File: config.mk
export PLATFORM = sky130hd
export DESIGN_NAME = keypad_scan_ctrl
export DESIGN_NICKNAME = d
export VERILOG_FILES = /design/src/rtl/keypad_pkg.sv /design/src/rtl/keypad_evt_fifo.sv /design/src/rtl/keypad_scan_ctrl.sv
export SDC_FILE = /design/constraint.sdc
export NUM_CORES = 1
export LEC_CHECK = 0
export BUFFER_PORTS_ARGS = -buffer_cell sky130_fd_sc_hd__buf_2
export CORE_AREA = 2 2 128 92
export DETAILED_ROUTE_END_ITERATION = 7
export DIE_AREA = 0 0 130 94
export GPL_ROUTABILITY_DRIVEN = 0
export PLACE_DENSITY = 0.83
export SLEW_MARGIN = 10
export SYNTH_ARGS = -nofsm -noshare
export SYNTH_HDL_FRONTEND = slang
export SYNTH_SLANG_ARGS = --single-unit
File: constraint.sdc
create_clock -name clk -period 4.47 [get_ports clk]
set_clock_uncertainty 0.2 [all_clocks]
set_input_delay 0.894 -clock clk [delete_from_list [all_inputs] [get_ports clk]]
set_output_delay 0.894 -clock clk [all_outputs]
set_load 0.05 [all_outputs]
File: src/rtl/keypad_pkg.sv
// Shared types and constants for the 4x4 keypad scan controller.
// The priority encoder is used by the event emitter to walk the change mask.
package keypad_pkg;

  localparam logic [3:0] ROW_IDLE  = 4'b1111;
  localparam int         EVT_W     = 5;
  localparam logic       EVT_PRESS = 1'b1;

  typedef enum logic {
    SCAN = 1'b0,
    EMIT = 1'b1
  } scan_state_e;

  // Index of the lowest set bit; returns 0 for an all-zero input.
  function automatic logic [3:0] lowest_set_16(input logic [15:0] v);
    logic [3:0] idx;
    idx = '0;
    for (int i = 15; i >= 0; i--) begin
      if (v[i]) idx = 4'(i);
    end
    return idx;
  endfunction

endpackage

File: src/rtl/keypad_evt_fifo.sv
// Synchronous event FIFO with full/empty flags.
// A push into a full FIFO is accepted only when a pop happens in the same cycle.
module keypad_evt_fifo #(
  parameter int DEPTH = 4,
  parameter int WIDTH = 5
) (
  input  logic             clk,
  input  logic             rstn,
  input  logic             push,
  input  logic [WIDTH-1:0] din,
  input  logic             pop,
  output logic [WIDTH-1:0] dout,
  output logic             empty,
  output logic             full
);

  localparam int AW = $clog2(DEPTH);

  logic [WIDTH-1:0] mem [DEPTH];
  logic [AW:0]      wr_ptr;
  logic [AW:0]      rd_ptr;
  logic             do_pop;
  logic             do_push;

  assign empty   = (wr_ptr == rd_ptr);
  assign full    = (wr_ptr[AW] != rd_ptr[AW]) && (wr_ptr[AW-1:0] == rd_ptr[AW-1:0]);
  assign do_pop  = pop && !empty;
  assign do_push = push && (!full || do_pop);
  assign dout    = mem[rd_ptr[AW-1:0]];

  always_ff @(posedge clk) begin
    if (!rstn) begin
      wr_ptr <= '0;
      rd_ptr <= '0;
    end else begin
      if (do_push) wr_ptr <= wr_ptr + (AW+1)'(1);
      if (do_pop)  rd_ptr <= rd_ptr + (AW+1)'(1);
    end
  end

  // When full with a simultaneous pop, the write lands in the slot being vacated.
  always_ff @(posedge clk) begin
    if (do_push) mem[wr_ptr[AW-1:0]] <= din;
  end

endmodule

File: src/rtl/keypad_scan_ctrl.sv
// 4x4 keypad row scanner with frame debounce and a queued press/release event port.
//   state | meaning
//   SCAN  | drive one row per dwell, sample columns, debounce complete frames
//   EMIT  | push one event per cycle for each changed key, rows frozen
module keypad_scan_ctrl
  import keypad_pkg::*;
#(
  parameter int SCAN_DIV   = 2500,
  parameter int DEB_FRAMES = 4,
  parameter int FIFO_DEPTH = 4
) (
  input  logic             clk,
  input  logic             rstn,
  input  logic             en,
  input  logic [3:0]       col,
  output logic [3:0]       row,
  output logic [15:0]      key_state,
  output logic             evt_valid,
  output logic [EVT_W-1:0] evt_code,
  input  logic             evt_ready,
  output logic             overflow,
  input  logic             ovf_clr,
  output logic             irq
);

  localparam int CW = (SCAN_DIV > 1) ? $clog2(SCAN_DIV) : 1;
  localparam int SW = (DEB_FRAMES > 1) ? $clog2(DEB_FRAMES) : 1;
  localparam logic [CW-1:0] DWELL_LAST = CW'(SCAN_DIV - 1);
  localparam logic [SW-1:0] STAB_MAX   = SW'(DEB_FRAMES - 1);

  scan_state_e state, state_n;
  logic [3:0]    col_s1, col_s2;
  logic          run;
  logic [1:0]    ri, ri_n;
  logic [CW-1:0] dwell, dwell_n;
  logic [SW-1:0] stab, stab_n;
  logic [15:0]   raw, raw_n;
  logic [15:0]   prev_raw, prev_raw_n;
  logic [15:0]   key_q, key_n;
  logic [15:0]   diff, diff_n;
  logic [15:0]   frame;
  logic [3:0]    idx;
  logic          push;
  logic [EVT_W-1:0] push_code;
  logic          fifo_empty, fifo_full;
  logic          drop;
  logic          overflow_q, irq_q;

  always_ff @(posedge clk) begin
    if (!rstn) begin
      state      <= SCAN;
      col_s1     <= 4'hF;
      col_s2     <= 4'hF;
      run        <= 1'b0;
      ri         <= '0;
      dwell      <= DWELL_LAST;
      stab       <= '0;
      raw        <= '0;
      prev_raw   <= '0;
      key_q      <= '0;
      diff       <= '0;
      overflow_q <= 1'b0;
      irq_q      <= 1'b0;
    end else begin
      state    <= state_n;
      col_s1   <= col;
      col_s2   <= col_s1;
      run      <= en;
      ri       <= ri_n;
      dwell    <= dwell_n;
      stab     <= stab_n;
      raw      <= raw_n;
      prev_raw <= prev_raw_n;
      key_q    <= key_n;
      diff     <= diff_n;
      irq_q    <= !fifo_empty;
      if (drop)         overflow_q <= 1'b1;
      else if (ovf_clr) overflow_q <= 1'b0;
    end
  end

  // The dwell timer counts down from SCAN_DIV-1; terminal count 0 is the sample point.
  always_comb begin
    state_n    = state;
    ri_n       = ri;
    dwell_n    = dwell;
    stab_n     = stab;
    raw_n      = raw;
    prev_raw_n = prev_raw;
    key_n      = key_q;
    diff_n     = diff;
    frame      = raw;
    idx        = '0;
    push       = 1'b0;
    push_code  = '0;
    case (state)
      SCAN: begin
        if (!run) begin
          ri_n       = '0;
          dwell_n    = DWELL_LAST;
          stab_n     = '0;
          prev_raw_n = '0;
        end else if (dwell == '0) begin
          frame[{ri, 2'b00} +: 4] = ~col_s2;
          raw_n   = frame;
          ri_n    = ri + 2'd1;
          dwell_n = DWELL_LAST;
          if (ri == 2'd3) begin
            if (frame == prev_raw) stab_n = (stab == STAB_MAX) ? stab : stab + SW'(1);
            else                   stab_n = '0;
            prev_raw_n = frame;
            if (stab_n == STAB_MAX && frame != key_q) begin
              diff_n  = frame ^ key_q;
              key_n   = frame;
              state_n = EMIT;
            end
          end
        end else begin
          dwell_n = dwell - CW'(1);
        end
      end
      EMIT: begin
        idx       = lowest_set_16(diff);
        push      = 1'b1;
        push_code = {(key_q[idx] ? EVT_PRESS : ~EVT_PRESS), idx};
        diff_n    = diff & ~(16'h0001 << idx);
        if (diff_n == '0) begin
          state_n = SCAN;
          dwell_n = DWELL_LAST;
        end
      end
      default: state_n = SCAN;
    endcase
  end

  keypad_evt_fifo #(
    .DEPTH (FIFO_DEPTH),
    .WIDTH (EVT_W)
  ) u_fifo (
    .clk   (clk),
    .rstn  (rstn),
    .push  (push),
    .din   (push_code),
    .pop   (evt_ready),
    .dout  (evt_code),
    .empty (fifo_empty),
    .full  (fifo_full)
  );

  assign drop      = push && fifo_full && !(evt_ready && !fifo_empty);
  assign row       = (state == EMIT || run) ? ~(4'b0001 << ri) : ROW_IDLE;
  assign key_state = key_q;
  assign evt_valid = !fifo_empty;
  assign overflow  = overflow_q;
  assign irq       = irq_q;

endmodule
# [Word level (Yosys, flattened, before mapping)]
# Memories as Yosys holds them, arrays and structs flattened. A register that Yosys moved wholly into a read port is not among the register bits.
# Cells that the tools add are included.
[classes] addsub=6 n_mul=0 div=0 magnitude_cmp=1 eq_ne=15 shift=4 muxes=59 n_bitwise=6 reduce_logical=19
[op_table] cell="two-way mux 16 bit" count=7
[op_table] cell="two-way mux 4 bit" count=18
[op_table] cell="two-way mux 12 bit" count=3
[op_table] cell="case mux 16 bit (2 select lines)" count=1
[op_table] cell="two-way mux 2 bit" count=13
[op_table] cell="case mux 12 bit (2 select lines)" count=1
[op_table] cell="AND 16 bit" count=1
[op_table] cell="bitwise mux 16 bit" count=1
[op_table] cell="== test 16 bit" count=1
[op_table] cell="zero test 16 bit" count=1
[op_table] cell="inequality test 16 bit" count=1
[op_table] cell="NOT 16 bit" count=1
[op_table] cell="variable shift 4 x 6 -> 16 bit, first input constant" count=1
[op_table] cell="indexed part select 4 x 6 -> 16 bit" count=1
[op_table] cell="<< shifter 1 x 4 -> 16 bit, first input constant" count=1
[op_table] cell="bitwise XOR 16 bit" count=1
[op_table] cell="zero test 12 bit" count=1
[op_table] cell="two-way mux 1 bit" count=12
[op_table] cell="subtractor 12 x 1 -> 12 bit, second input constant" count=1
[op_table] cell="inequality test 2 bit, second input constant" count=4
[op_table] cell="NOT 4 bit" count=2
[op_table] cell="adder 3 x 1 -> 3 bit, second input constant" count=2
[op_table] cell="== test 2 bit, second input constant" count=3
[op_table] cell="logical AND 1 bit" count=6
[op_table] cell="other kinds (19)" count=26
[totals] ff_bits=98 latch_bits=0 mem_bits_rw=20 rom_bits=0 inputBits=9 output_inout_bits=28 wordCells=126 mem_count=1
[memory_table] memory="u_fifo.mem" depth=4 word_bits=5 rd=1 rd_clocked_by_memory_dff=1 wr=1 line="keypad_evt_fifo.sv:19" text="logic [WIDTH-1:0] mem [DEPTH];"

# [Depth between registers and ports, before layout]
[logic_depth] depth_word=23 mapped_depth=16 depth_no_buf=10

# [Hierarchy]
# Synthesis repeated with hierarchy kept, for this count alone.
[unflattened] cells_unflattened=703 area_unflattened_um2=6465.0
[by_module_without_submodules] mod="keypad_scan_ctrl" instances=1 cells_per_inst=623 area_each_um2=5232.5 seq_area_each_um2=1841.8
[by_module_without_submodules] mod="keypad_evt_fifo" instances=1 cells_per_inst=80 area_each_um2=1232.4 seq_area_each_um2=760.7

# [Worst setup path before layout]
# No wires, ideal clock.
[synth_path] path_kind="register to register" startpoint="register ri[0]" endpoint="register key_q[13] (netlist: key_state[13])" setup_time_ps=128 t_arrival_ps=3471 required_ps=4142 slack_ps=671 stages_incl_launch_ff=16 n_path_buf=5 period_less_slack_ps=3799 path_cell_list="dfxtp_1 buf_6 buf_2 inv_1 ha_1 buf_2 nand2b_1 a2111oi_0 o221ai_1 a2111oi_2 nand4_1 or4_1 buf_2 buf_2 mux2i_1 nor2_1"
[synth_between] elab_chain_cells=12 elab_cells_between_ends=15 classes_between="add/sub (1); eq/ne (4); shift (2); mux (6); reduce/logical (2)"
[synth_lines] element="start: declaration" line="keypad_scan_ctrl.sv:34" text="logic [1:0] ri, ri_n;"
[synth_lines] element="start signal: assignment" line="keypad_scan_ctrl.sv:69" text="ri <= ri_n;"
[synth_lines] element="negation 4 -> 6 bit" line="keypad_scan_ctrl.sv:104" text="frame[{ri, 2'b00} +: 4] = ~col_s2;"
[synth_lines] element="indexed part select 4 x 6 -> 16 bit / variable shift 4 x 6 -> 16 bit (equally long branches)" line="keypad_scan_ctrl.sv:104"
[synth_lines] element="bitwise mux 16 bit" line="keypad_scan_ctrl.sv:104"
[synth_lines] element="== test 16 bit" line="keypad_scan_ctrl.sv:109" text="if (frame == prev_raw) stab_n = (stab == STAB_MAX) ? stab : stab + SW'(1);"
[synth_lines] element="two-way mux 2 bit" line="keypad_scan_ctrl.sv:109"
[synth_lines] element="two-way mux 2 bit" line="keypad_scan_ctrl.sv:108" text="if (ri == 2'd3) begin"
[synth_lines] element="two-way mux 2 bit" line="keypad_scan_ctrl.sv:103" text="end else if (dwell == '0) begin"
[synth_lines] element="two-way mux 2 bit" line="keypad_scan_ctrl.sv:98" text="if (!run) begin"
[synth_lines] element="two-way mux 2 bit" line="keypad_scan_ctrl.sv:96" text="case (state)"
[synth_lines] element="== test 2 bit" line="keypad_scan_ctrl.sv:112" text="if (stab_n == STAB_MAX && frame != key_q) begin"
[synth_lines] element="logical AND 1 bit" line="keypad_scan_ctrl.sv:112"
[synth_lines] element="AND reduction 5 bit (no line)"
[synth_lines] element="end signal: assignment" line="keypad_scan_ctrl.sv:74" text="key_q <= key_n;"
[synth_lines] element="end: declaration" line="keypad_scan_ctrl.sv:39" text="logic [15:0] key_q, key_n;"
# Parallel ways exist; a longest one is shown, timed or not. The select of a mux whose other input is x is not followed.
# A chain may end at the register's enable or synchronous reset.

# [Worst setup path in the final report]
[layout_path] startpoint="register ri[1]" endpoint="register diff[4]"
[layout_between] elab_chain_cells=13 elab_cells_between_ends=23 classes_between="add/sub (1); eq/ne (6); shift (2); mux (11); bitwise (1); reduce/logical (2)"
[layout_lines] element="negation 4 -> 6 bit" line="keypad_scan_ctrl.sv:104"
[layout_lines] element="indexed part select 4 x 6 -> 16 bit / variable shift 4 x 6 -> 16 bit (equally long branches)" line="keypad_scan_ctrl.sv:104"
[layout_lines] element="bitwise mux 16 bit" line="keypad_scan_ctrl.sv:104"
[layout_lines] element="== test 16 bit" line="keypad_scan_ctrl.sv:109"
[layout_lines] element="two-way mux 2 bit" line="keypad_scan_ctrl.sv:109"
[layout_lines] element="two-way mux 2 bit" line="keypad_scan_ctrl.sv:108"
[layout_lines] element="two-way mux 2 bit" line="keypad_scan_ctrl.sv:103"
[layout_lines] element="two-way mux 2 bit" line="keypad_scan_ctrl.sv:98"
[layout_lines] element="two-way mux 2 bit" line="keypad_scan_ctrl.sv:96"
[layout_lines] element="== test 2 bit" line="keypad_scan_ctrl.sv:112"
[layout_lines] element="logical AND 1 bit" line="keypad_scan_ctrl.sv:112"
[layout_lines] element="inequality test 2 bit (no line)"
[layout_lines] element="AND reduction 4 bit (no line)"
[layout_lines] element="end signal: assignment" line="keypad_scan_ctrl.sv:75" text="diff <= diff_n;"
[layout_lines] element="end: declaration" line="keypad_scan_ctrl.sv:40" text="logic [15:0] diff, diff_n;"
# Parallel ways exist; a longest one is shown, timed or not. The select of a mux whose other input is x is not followed.

==> results.sh <==
export IMPL_grt_setup_unrepaired="no"
export IMPL_first_global_vias=5681
export IMPL_cp_max_fo=31
export IMPL_finalHoldViolCount=0
export IMPL_synth_edf_count=20
export IMPL_setup_viol=0
export IMPL_period_needed_ns=4.260
export IMPL_ant_nets=0
export IMPL_grt_ovfl_total=0
export IMPL_ys_warn_count=0
export IMPL_worst_path_max_delay_cell="or4_1"
export IMPL_clk_latency_ns=0.43
export IMPL_crit_type="flop to flop"
export IMPL_clock_path_buffers=2
export IMPL_finalCritPeriodShare_pct=95.31
export IMPL_holdBufCountCts=0
export IMPL_area_growth_pct=13.31
export IMPL_cts_tree="done"
export IMPL_leakagePower_nw=2.855
export IMPL_hpwl_mm=12.79
export IMPL_die_height_um=94
export IMPL_dpl_cell_area_mm2=0.006746
export IMPL_wl_per_cell_um=19.99
export IMPL_die_w_um=130
export IMPL_netlist_instances=748
export IMPL_fmax_ghz=0.2347
export IMPL_dpl_worst_slack_ns=0.4256
export IMPL_vias_per_cell=6.710
export IMPL_clock_sinks=120
export IMPL_seq_area_mm2=0.002603
export IMPL_slew_headroom_pct=36.05
export IMPL_synth_area_top_cells="dfxtp_1 (31%), edfxtp_1 (9.3%), nor2_1 (6.2%)"
export IMPL_synth_largest_area_cell="dfxtp_1"
export IMPL_required_ns=4.61
export IMPL_ys_seq_area_share_pct=40.12
export IMPL_fill_cells=868
export IMPL_worstMarginPinSlew_ns=0.9592
export IMPL_hold_path_class="flop to flop"
export IMPL_synth_area_per_cell_um2=8.673
export IMPL_start_kind="flop"
export IMPL_drc=0
export IMPL_vias=6287
export IMPL_slowest_delay_ns=0.58
export IMPL_firstDrtPassIters=6
export IMPL_fp_row_count=32
export IMPL_initial_utilization_pct=59.35
export IMPL_synthArstFlopShare_pct=0
export IMPL_synth_seq_cells=120
export IMPL_io_pins=37
export IMPL_cp_end_kind="flop"
export IMPL_synth_ff_type="dfxtp_1"
export IMPL_fin_nets=793
export IMPL_drt_iter0_drc=939
export IMPL_ys_top_cells_by_count="nor2_1 (107), dfxtp_1 (100), nand2_1 (52), clkbuf_1 (32), inv_1 (32)"
export IMPL_final_area_mm2=0.007351
export IMPL_cts_root_buf="clkbuf_16"
export IMPL_die_area_mm2=0.01222
export IMPL_status="complete, no violations"
export IMPL_grt_usage_pct=32.27
export IMPL_grt_pass1_wl_mm=30.20
export IMPL_routed_wirelength_mm=18.74
export IMPL_arrival_ns=4.40
export IMPL_layout_drive_gt1_share_pct=13.78
export IMPL_synth_distinct_cells=71
export IMPL_grt_antenna_before_repair=0
export IMPL_netlist_area_mm2=0.006487
export IMPL_setup_ws_ns=0.2097
export IMPL_drv_cap=0
export IMPL_diodes=0
export IMPL_path_cells="inv_1, ha_1, nand4bb_1, o22ai_1, xor2_1, nor3_1, nand4_1, or4_1, buf_4, or2_1, o211ai_1"
export IMPL_tns_ns=0
export IMPL_clkTransAtPathRegs_ns=0.06
export IMPL_core_area_mm2=0.01093
export IMPL_multiInputGateArea_mm2=0.003603
export IMPL_slew_violations=0
export IMPL_cts_made_buffers=17
export IMPL_grt_max_degree=38
export IMPL_power_density_mw_per_mm2=343.0
export IMPL_syn_nets=770
export IMPL_synth_top_area_share_pct=30.86
export IMPL_htree_levels=4
export IMPL_yosysMostFrequentCell="nor2_1"
export IMPL_io_buffer_count=36
export IMPL_ir_worst_vdd_uv=275.9
-- flip-flops by register name (all words and copies together) (netlist names), named ones only --
name           count
stab               2
u_fifo.rd_ptr      3
overflow           1
u_fifo.mem        20
col_s2             4
col_s1             4
raw               16
state              1
dwell             12
key_state         16
u_fifo.wr_ptr      3
run                1
prev_raw          16
diff              16
ri                 2
irq                1
-- cells by family (layout without fill, tap and decap cells) --
kind of cell / after synthesis / count (layout) / share of synthesized area (%)
multiplexers: 25 / 25 / 4.841
buffers and inverters: 73 / 109 / 4.571
flip-flops: 120 / 120 / 40.12
AO/OA/AOI/OAI: 189 / 189 / 21.25
AND/OR/NAND/NOR: 298 / 298 / 22.66
XOR/XNOR: 30 / 30 / 4.050
adder cells (fa/ha/maj): 13 / 13 / 2.507
-- through the flow --
stage,util (%),std cells,hold slack (ns),power [mW]
floorplan,-,748,0.1863,1.161
global placement,61.72,905,0.1889,1.176
detailed placement,61.72,905,0.1925,1.178
CTS,67.11,937,0.2056,2.520
global route,67.25,937,0.2222,2.582
finish,67.25,937,0.2073,2.521
-- metal layers --
metal / global-route usage (%) / routed length [um] / vias to the layer above
met1: 44.93 / 7803 / 2943
met4: 12.63 / 547 / 0
met3: 9.795 / 2531 / 70
li1: - / - / 2795
met2: 46.82 / 7852 / 479
met5: 0 / 0 / -
-- timing repair --
| item | in CTS | in global routing |
|---|---|---|
| buffers inserted | 0 | 0 |
| setup endpoints to repair | 0 | 1 |
| resized for setup | 0 | 3 |
-- layout make-up --
cell class                      instances  share of cell area (%)
Timing Repair Buffer                   44                   3.268
Multi-Input combinational cell        555                   49.02
Tap cell                              153                   2.604
Inverter                               33                   1.685
Clock inverter                         14                   2.043
Clock buffer                           18                   5.974
Sequential cell                       120                   35.40
-- worst max-delay path, delay by kind of cell (launching register included) --
family,cells,cell delay (ns)
and+or+nand+nor,5,1.97
AOI/OAI and AO/OA,2,0.66
adders and majority gates,1,0.42
DFF,1,0.40
buffers and inverters,2,0.39
xor gates and xnor gates,1,0.12
-- power breakdown --
group          switching, mW  internal (mW)
sequential           0.00734           1.10
clock                  0.528          0.836
combinational         0.0357         0.0157
-- final timing paths --
check             from   endpoint  slack, ns  depth (start not counted)
max              ri[1]    diff[4]       0.21                         11
min          col_s1[3]  col_s2[3]       0.21                          1
max reg2reg      ri[1]    diff[4]       0.21                         11
min reg2reg  col_s1[3]  col_s2[3]       0.21                          1
-- cells in the final DEF, fill, tap and decap left out, drive strengths merged, types with 9 or more instances in the layout --
cell      n
buf      44
xor2     13
a22oi    19
nor2    108
a211oi   16
a31oi    13
or2      12
nor4     10
clkbuf   18
nor3     21
a21oi    20
o22ai    11
ha       13
xnor2    17
and3      9
inv      35
dfxtp   100
mux2i    19
nand2b   26
edfxtp   20
nand3    13
o21ai    31
nand2    52
No activity file was read; power rests on OpenSTA's default activity.
